--- config.mk ---
export PLATFORM = sky130hd
export DESIGN_NAME = tap_selector
export DESIGN_NICKNAME = d
export VERILOG_FILES = /design/src/rtl/tap_sel_pkg.sv /design/src/rtl/tap_match.sv /design/src/rtl/tap_selector.sv
export SDC_FILE = /design/constraint.sdc
export NUM_CORES = 1
export LEC_CHECK = 0
export CORE_ASPECT_RATIO = 1.5
export CORE_MARGIN = 2
export CORE_UTILIZATION = 46
export CTS_CLUSTER_DIAMETER = 100
export DETAILED_ROUTE_END_ITERATION = 6
export GPL_TIMING_DRIVEN = 0
export HOLD_SLACK_MARGIN = 0.03
export MAX_ROUTING_LAYER = met4
export PLACE_DENSITY = 0.77
export SETUP_SLACK_MARGIN = 0.5
export SYNTH_ARGS = -nofsm -noshare
export SYNTH_HDL_FRONTEND = slang
export SYNTH_SLANG_ARGS = --single-unit
--- constraint.sdc ---
create_clock -name clk -period 3.59 [get_ports clk]
set_input_delay 1.077 -clock clk [delete_from_list [all_inputs] [get_ports clk]]
set_output_delay 1.077 -clock clk [all_outputs]
set_load 0.01 [all_outputs]
--- src/rtl/tap_sel_pkg.sv ---
// Shared types and helpers for the tap selector.
//   state_e : collection FSM states
//   SLOT_W  : width of one tap slot in the packed taps vector
//   tap_w() : number of din bits forming a candidate for a given SIZE
package tap_sel_pkg;

   typedef enum logic [1:0] {
      IDLE    = 2'd0,
      COLLECT = 2'd1,
      FIX     = 2'd2,
      DONE    = 2'd3
   } state_e;

   localparam int unsigned SLOT_W = 8;

   function automatic int unsigned tap_w(input int unsigned size);
      return $clog2(size);
   endfunction

endpackage

--- src/rtl/tap_match.sv ---
// Combinational duplicate detector.
//   cand  : candidate tap value (zero-extended to SLOT_W)
//   slots : packed slot register, slot i at [i*SLOT_W +: SLOT_W]
//   idx   : number of slots currently holding accepted taps
//   hit   : cand equals one of slots 0..idx-1
module tap_match
   import tap_sel_pkg::*;
#(
   parameter int unsigned NUM_OF_TAPS = 15,
   parameter int unsigned IDX_W       = 4
) (
   input  logic [SLOT_W-1:0]             cand,
   input  logic [NUM_OF_TAPS*SLOT_W-1:0] slots,
   input  logic [IDX_W-1:0]              idx,
   output logic                          hit
);

   always_comb begin
      hit = 1'b0;
      for (int unsigned i = 0; i < NUM_OF_TAPS; i++) begin
         if ((i < 32'(idx)) && (slots[i*SLOT_W +: SLOT_W] == cand)) begin
            hit = 1'b1;
         end
      end
   end

endmodule

--- src/rtl/tap_selector.sv ---
// Collects NUM_OF_TAPS feedback-tap positions for a SIZE-bit shift register
// from a random byte stream, guaranteeing tap SIZE-1 is in the final set.
//   clk, res  : clock, asynchronous active-high reset
//   ena       : global enable, low freezes everything
//   start     : clear slots and (re)start collection
//   din, take : random byte and its valid strobe
//   take_rdy  : candidates are consumed this cycle (COLLECT)
//   taps      : slot i at [i*8 +: 8], zero-extended tap value
//   busy      : COLLECT or FIX
//   done      : taps are final
//   rej_cnt   : saturating count of rejected candidates since start
module tap_selector
   import tap_sel_pkg::*;
#(
   parameter int unsigned NUM_OF_TAPS = 15,
   parameter int unsigned SIZE        = 32,
   parameter int unsigned UNIQUE      = 1,
   parameter int unsigned CNT_W       = 16
) (
   input  logic                          clk,
   input  logic                          res,
   input  logic                          ena,
   input  logic                          start,
   input  logic [7:0]                    din,
   input  logic                          take,
   output logic                          take_rdy,
   output logic [NUM_OF_TAPS*SLOT_W-1:0] taps,
   output logic                          busy,
   output logic                          done,
   output logic [CNT_W-1:0]              rej_cnt
);

   localparam int unsigned TAP_W    = tap_w(SIZE);
   localparam int unsigned IDX_W    = $clog2(NUM_OF_TAPS + 1);
   localparam logic [SLOT_W-1:0] MAX_TAP  = SLOT_W'(SIZE - 1);
   localparam logic [IDX_W-1:0]  LAST_IDX = IDX_W'(NUM_OF_TAPS - 1);

   if ((UNIQUE != 0) && (NUM_OF_TAPS > SIZE - 1)) begin : g_cfg_chk
      $error("tap_selector: UNIQUE requires NUM_OF_TAPS <= SIZE-1");
   end

   state_e                      state_q, state_d;
   logic [NUM_OF_TAPS*SLOT_W-1:0] taps_q, taps_d;
   logic [IDX_W-1:0]            idx_q, idx_d;
   logic                        max_seen_q, max_seen_d;
   logic [CNT_W-1:0]            rej_cnt_q, rej_cnt_d;

   logic [SLOT_W-1:0] cand;
   logic              hit;
   logic              accept;
   logic              din_unused;

   assign cand       = SLOT_W'(din[TAP_W-1:0]);
   assign din_unused = ^din;

   tap_match #(
      .NUM_OF_TAPS (NUM_OF_TAPS),
      .IDX_W       (IDX_W)
   ) u_match (
      .cand  (cand),
      .slots (taps_q),
      .idx   (idx_q),
      .hit   (hit)
   );

   // Range check is redundant for power-of-two SIZE but kept for safety.
   assign accept = (cand != '0) && (cand <= MAX_TAP) && !((UNIQUE != 0) && hit);

   always_comb begin
      state_d    = state_q;
      taps_d     = taps_q;
      idx_d      = idx_q;
      max_seen_d = max_seen_q;
      rej_cnt_d  = rej_cnt_q;
      if (ena) begin
         if (start) begin
            // start beats a simultaneous take: the candidate is dropped uncounted
            taps_d     = '0;
            idx_d      = '0;
            max_seen_d = 1'b0;
            rej_cnt_d  = '0;
            state_d    = COLLECT;
         end else begin
            unique case (state_q)
               COLLECT: begin
                  if (take) begin
                     if (accept) begin
                        taps_d[32'(idx_q)*SLOT_W +: SLOT_W] = cand;
                        idx_d = idx_q + IDX_W'(1);
                        if (cand == MAX_TAP) max_seen_d = 1'b1;
                        if (idx_q == LAST_IDX) state_d = FIX;
                     end else if (rej_cnt_q != '1) begin
                        rej_cnt_d = rej_cnt_q + CNT_W'(1);
                     end
                  end
               end
               FIX: begin
                  // Highest power missing: sacrifice the first accepted tap for it.
                  if (!max_seen_q) taps_d[SLOT_W-1:0] = MAX_TAP;
                  state_d = DONE;
               end
               default: ;
            endcase
         end
      end
   end

   always_ff @(posedge clk or posedge res) begin
      if (res) begin
         state_q    <= IDLE;
         taps_q     <= '0;
         idx_q      <= '0;
         max_seen_q <= 1'b0;
         rej_cnt_q  <= '0;
      end else begin
         state_q    <= state_d;
         taps_q     <= taps_d;
         idx_q      <= idx_d;
         max_seen_q <= max_seen_d;
         rej_cnt_q  <= rej_cnt_d;
      end
   end

   assign take_rdy = (state_q == COLLECT);
   assign busy     = (state_q == COLLECT) || (state_q == FIX);
   assign done     = (state_q == DONE);
   assign taps     = taps_q;
   assign rej_cnt  = rej_cnt_q;

endmodule

Word-level counts from Yosys, hierarchy flattened:

Cells that the tools add are included.

* bits in registers: 143
* bits in latches: 0
* RAM bits: 0
* bits in read-only memories: 0
* input bits: 13
* output and inout bits: 139
* logic and storage cells: 125
* memories: 0

* $add $sub $neg: 3
* multipliers: 0
* div/mod/pow operators: 0
* magnitude comparators: 16
* eq/ne operators: 26
* shift-type cells: 2
* mux-type cells: 41
* bitwise operators: 0
* reduce and logical (&&, ||, !) cells: 31

Operators by type and width (number)
* $mux 120: 3
* $bwmux 120: 1
* $eq 8x5->1: 15
* $shift 8x34->120 const A: 1
* $shiftx 8x34->120: 1
* $mux 112: 1
* $mux 16: 5
* $neg 7->34: 1
* $lt 4x4->1 const A: 7
* $mux 1: 20
* $reduce_and 5->1: 4
* $logic_and 1x1->1: 17
* $add 16x1->16 const B: 1
* $lt 3x4->1 const A: 4
* $mux 4: 4
* $ne 16x16->1 const B: 1
* $pmux 8 s2: 1
* $reduce_bool 2->1: 5
* $lt 1x4->1 const A: 2
* $lt 2x4->1 const A: 2
* $mux 2: 4
* $mux 8: 1
* $reduce_bool 8->1: 1
* $ne 3x2->1 const B: 2
* 13 further kinds: 15

Depth between registers and ports, before layout:

Gate-level depths: netlist of the first run.

* depth after elaboration: 23
* depth in mapped cells: 12
* mapped depth without buffers: 10

Cells and area by module:

From an unflattened synthesis of the first run, not the netlist that was laid out.

* cells, all modules: 733
* area total of the unflattened synthesis: 6889.1 um^2

Modules (own cells, without submodules)
* tap_selector: times used 1, cells each 530, area each 5301.3 um^2, sequential area each 2452.4 um^2
* tap_match: times used 1, cells each 203, area each 1587.8 um^2, sequential area each 0.0 um^2

Least setup slack after synthesis of the first run:

OpenSTA, ideal clock, no wires.

* kind: input port to flip-flop
* start: input din[3]
* end: register rej_cnt_q[4] (netlist: rej_cnt[4])
* library setup time: 99 ps
* arrival: 3087 ps
* setup slack: 404 ps
* stages: 10
* buffers on the path: 2
* cells stage by stage: buf_6 > xnor2_1 > nand4_1 > or4_2 > nand4_1 > nor4_4 > buf_6 > o21bai_1 > a31oi_1 > a311oi_1

* cells in the longest elaborated chain, start to end: 21

Ends and longest elaborated chain
* start: declaration: line tap_selector.sv:24 `input logic [7:0] din,`
* $eq 8x5->1: line tap_match.sv:21 `if ((i < 32'(idx)) && (slots[i*SLOT_W +: SLOT_W] == cand)) begin`
* $logic_and 1x1->1: line tap_match.sv:21
* $mux 1 (15 in a row): line tap_match.sv:21
* $logic_not 1->1: line tap_selector.sv:67 `assign accept = (cand != '0) && (cand <= MAX_TAP) && !((UNIQUE != 0) && hit);`
* $logic_and 1x1->1 *: line tap_selector.sv:67
* $ne 2x2->1 (no source line) *
* $reduce_and 5->1 (no source line) *
* end signal: assignment: line tap_selector.sv:120 `rej_cnt_q <= rej_cnt_d;`
* end: declaration: line tap_selector.sv:46 `logic [CNT_W-1:0] rej_cnt_q, rej_cnt_d;`

Mark *: on every way between the ends. The rest lies on a longest branch, timed or not.
A chain may end at the register's enable or synchronous reset.

Worst setup path in the final report of the first run:

* start: input din[1]
* end: register taps_q[116] (netlist: taps[116])

* cells in the longest elaborated chain, start to end: 21

Ends and longest elaborated chain
* $eq 8x5->1: line tap_match.sv:21
* $logic_and 1x1->1: line tap_match.sv:21
* $mux 1 (15 in a row): line tap_match.sv:21
* $logic_not 1->1: line tap_selector.sv:67
* $logic_and 1x1->1: line tap_selector.sv:67
* $reduce_bool 2->1 (no source line)
* $reduce_and 4->1 (no source line)
* end signal: assignment: line tap_selector.sv:117 `taps_q <= taps_d;`
* end: declaration: line tap_selector.sv:43 `logic [NUM_OF_TAPS*SLOT_W-1:0] taps_q, taps_d;`

Several ways; a longest one is shown, not always the timed one. The select of a mux whose other input is x is not followed.

==> results of run 1 <==
## layout make-up
cell class	count	share of cell area, %
Multi-Input combinational cell	498	42.6
Sequential cell	98	27.1
Timing Repair Buffer	146	17.1
Buffer	77	7.28
Clock buffer	11	2.68
Tap cell	159	2.20
Clock inverter	5	0.691
Inverter	9	0.414
## cell usage after synthesis, drive strengths merged, types with 9 or more instances
library cell	n	share of area [%]
a21oi	16	1.3
a22o	12	1.7
a32o	9	1.5
and2	13	1.3
buf	60	8.1
clkbuf	15	1.2
dfrtp	98	40
ha	9	1.8
inv	9	0.55
mux2i	39	6.3
nand2	78	4.7
nand3	24	1.9
nand4	11	1.1
nor2	30	2.0
nor3	18	1.7
nor4	13	1.8
o21ai	28	2.3
xnor2	35	4.9
xor2	45	6.4
## flip-flops by register name, summed over array words and instances (netlist names)
signal / count
idx_q: 4
taps: 75
state_q: 2
rej_cnt: 16
max_seen_q: 1
## metrics by stage
stage / setup WS (ns) / setup TNS, ns / hold slack (ns)
after floorplan: 0.493 / 0 / 0.473
after global placement: -0.600 / -46.71 / 0.502
after detailed placement: -0.660 / -50.36 / 0.500
after CTS: 0.502 / 0 / 0.517
after global routing: 0.332 / 0 / 0.555
final: 0.450 / 0 / 0.515
## final timing paths
| path | from | to | slack (ns) | cells past startpoint |
|---|---|---|---|---|
| worst min-delay path | max_seen_q | max_seen_q | 0.51 | 1 |
| worst max register to register | idx_q[0] | taps[116] | 0.56 | 13 |
| worst min register to register | max_seen_q | max_seen_q | 0.51 | 1 |
| max in group asynchronous | res | taps[57] | 1.82 | 3 |
| min in group asynchronous | res | taps[114] | 1.15 | 2 |
| worst max-delay path | din[1] | taps[116] | 0.45 | 15 |
## per-layer routing
layer  vias up  global-route usage, %  share of wire (%)
met2       320                   49.1                 54
met5         -                      -                  0
met1      2957                   31.3                 35
met3        72                   4.21                6.3
li1       2569                      -                  -
met4         0                   16.7                4.6
## critical path: stages
cell and delay, ns:
buf_8 0.10, buf_8 0.13, buf_12 0.13, buf_6 0.11, xor2_2 0.15, nor4_2 0.08, nand3_1 0.14, nand4_1 0.19
nor4_4 0.33, buf_6 0.17, nor2_4 0.06, buf_6 0.14, nor3b_4 0.21, buf_12 0.15, mux2i_2 0.23
## power by group
group          switching [mW]  internal [mW]
sequential             0.0987           1.16
combinational           0.736          0.533
clock                   0.446          0.564
## cell families after synthesis
logic type	Yosys count	synth area share [%]
AO/OA/AOI/OAI	103	11.8
XOR/XNOR	80	11.3
adder cells (fa/ha/maj)	9	1.82
buffers and inverters	86	10.2
flip-flops	98	39.6
multiplexers	40	6.48
other	1	0.0605
AND/OR/NAND/NOR	218	18.7
## timing repair
action                     4_1_cts  5_1_grt
setup endpoints to repair       98       97
pin swaps                       32       58
resized for setup               82       83
setup buffers                   28       10
cloned                           5        2
==> results_dict.tcl, run 1 <==
set metrics [dict create \
    cts_root_buf "clkbuf_16" \
    area_growth_pct 46.2 \
    die-height_um 146 \
    tightest_slew_ns 1.27 \
    seqCellArea_sq_mm 0.00245 \
    initial_core_util_pct 47.4 \
    clockBufferDepth 2 \
    ys_warn_count 0 \
    drt-initial-drc-count 374 \
    hold_buffers 0 \
    drcViolationCount 0 \
    grt_pass1_vias 5794 \
    insertion_delay_ns 0.35 \
    period_needed_ns 3.14 \
    cp-end-kind "flip-flop" \
    crit_type "primary input to flip-flop" \
    wl_per_cell_um 21.2 \
    timing.final.crit_share_pct 87.5 \
    totalPowerFinal_mw 3.54 \
    detailed_place_hpwl_mm 14.2 \
    grt_max_degree 44 \
    synthesis.instances 635 \
    die-area_sq_mm 0.0144 \
    antenna_found_initial 0 \
    hold_viol 0 \
    cts.sinks 98 \
    finalNonFillerCells 1003 \
    drt-total-wl_mm 21.2 \
    grt_pass1_wl_mm 31.8 \
    track_usage_pct 28.7 \
    gp_congestion 0.970 \
    viasPerCell 5.90 \
    slew_headroom_pct 15.5 \
    mostFrequentLayoutCell "clkdlybuf4s50_1" \
    core-area_sq_mm 0.0131 \
    rsz0062_at_grt "yes" \
    ys_ff_latch 98 \
    status "finished clean" \
    synth.avg_cell_area_sq_um 9.76 \
    grt-ovfl-total 0 \
    slew_violations 0 \
    synth_async_sr_flop_share_pct 100 \
    ir_worst_vdd_mv 0.312 \
    cp_data_required_time_ns 3.86 \
    multi_input_area_sq_mm 0.00385 \
    synth_cell_type_count 69 \
    synth_ff_type "dfrtp_1" \
    vias 5918 \
    cp-start-kind "primary input" \
    die_width_um 98.8 \
    placementRows 51 \
    power_leakage_nw 3.90 \
    final_cell_mix "97 x clkdlybuf4s50_1, 96 x dfrtp_1, 77 x nand2_1" \
    fin_util_pct 69.2 \
    syn-cell-area_sq_mm 0.00619 \
    setup_viol 0 \
    ios 152 \
    dp_cells 942 \
    diodes 0 \
    fin_worst_skew_ns 0.00733 \
    synth_edf_count 0 \
    numCtsBuffers 9 \
    first_pass_iters 7 \
    nets 861 \
    ys_seq_area_share_pct 39.6 \
    fmax_mhz 318 \
    crit_arrival_ns 3.40 \
    placed_cell_area_sq_mm 0.00764 \
    crit_fanout 5 \
    path_clk_slew_ns 0.07 \
    drive_gt1_share_pct 26.5 \
    numPortBuffers 102 \
    cts_tree "done" \
    num-fill-cells 973 \
    stdcell_area_sq_mm 0.00906 \
    htreeDepth 3 \
    p_per_area_mw_per_mm2 391 \
    hold_class "flip-flop to flip-flop" \
    drv_cap 0 \
    ant_nets 0 \
]
(Power assumes the default switching activity.)
==> run 2, diff against run 1 <==
--- a/config.mk
+++ b/config.mk
@@ -5,6 +5,7 @@
 export SDC_FILE = /design/constraint.sdc
 export NUM_CORES = 1
 export LEC_CHECK = 0
+export ABC_CLOCK_PERIOD_IN_PS = 3590
 export CORE_ASPECT_RATIO = 1.5
 export CORE_MARGIN = 2
 export CORE_UTILIZATION = 46
==> results of run 2 <==
The final DEF is identical to that of run 1; final timing and power are the same.
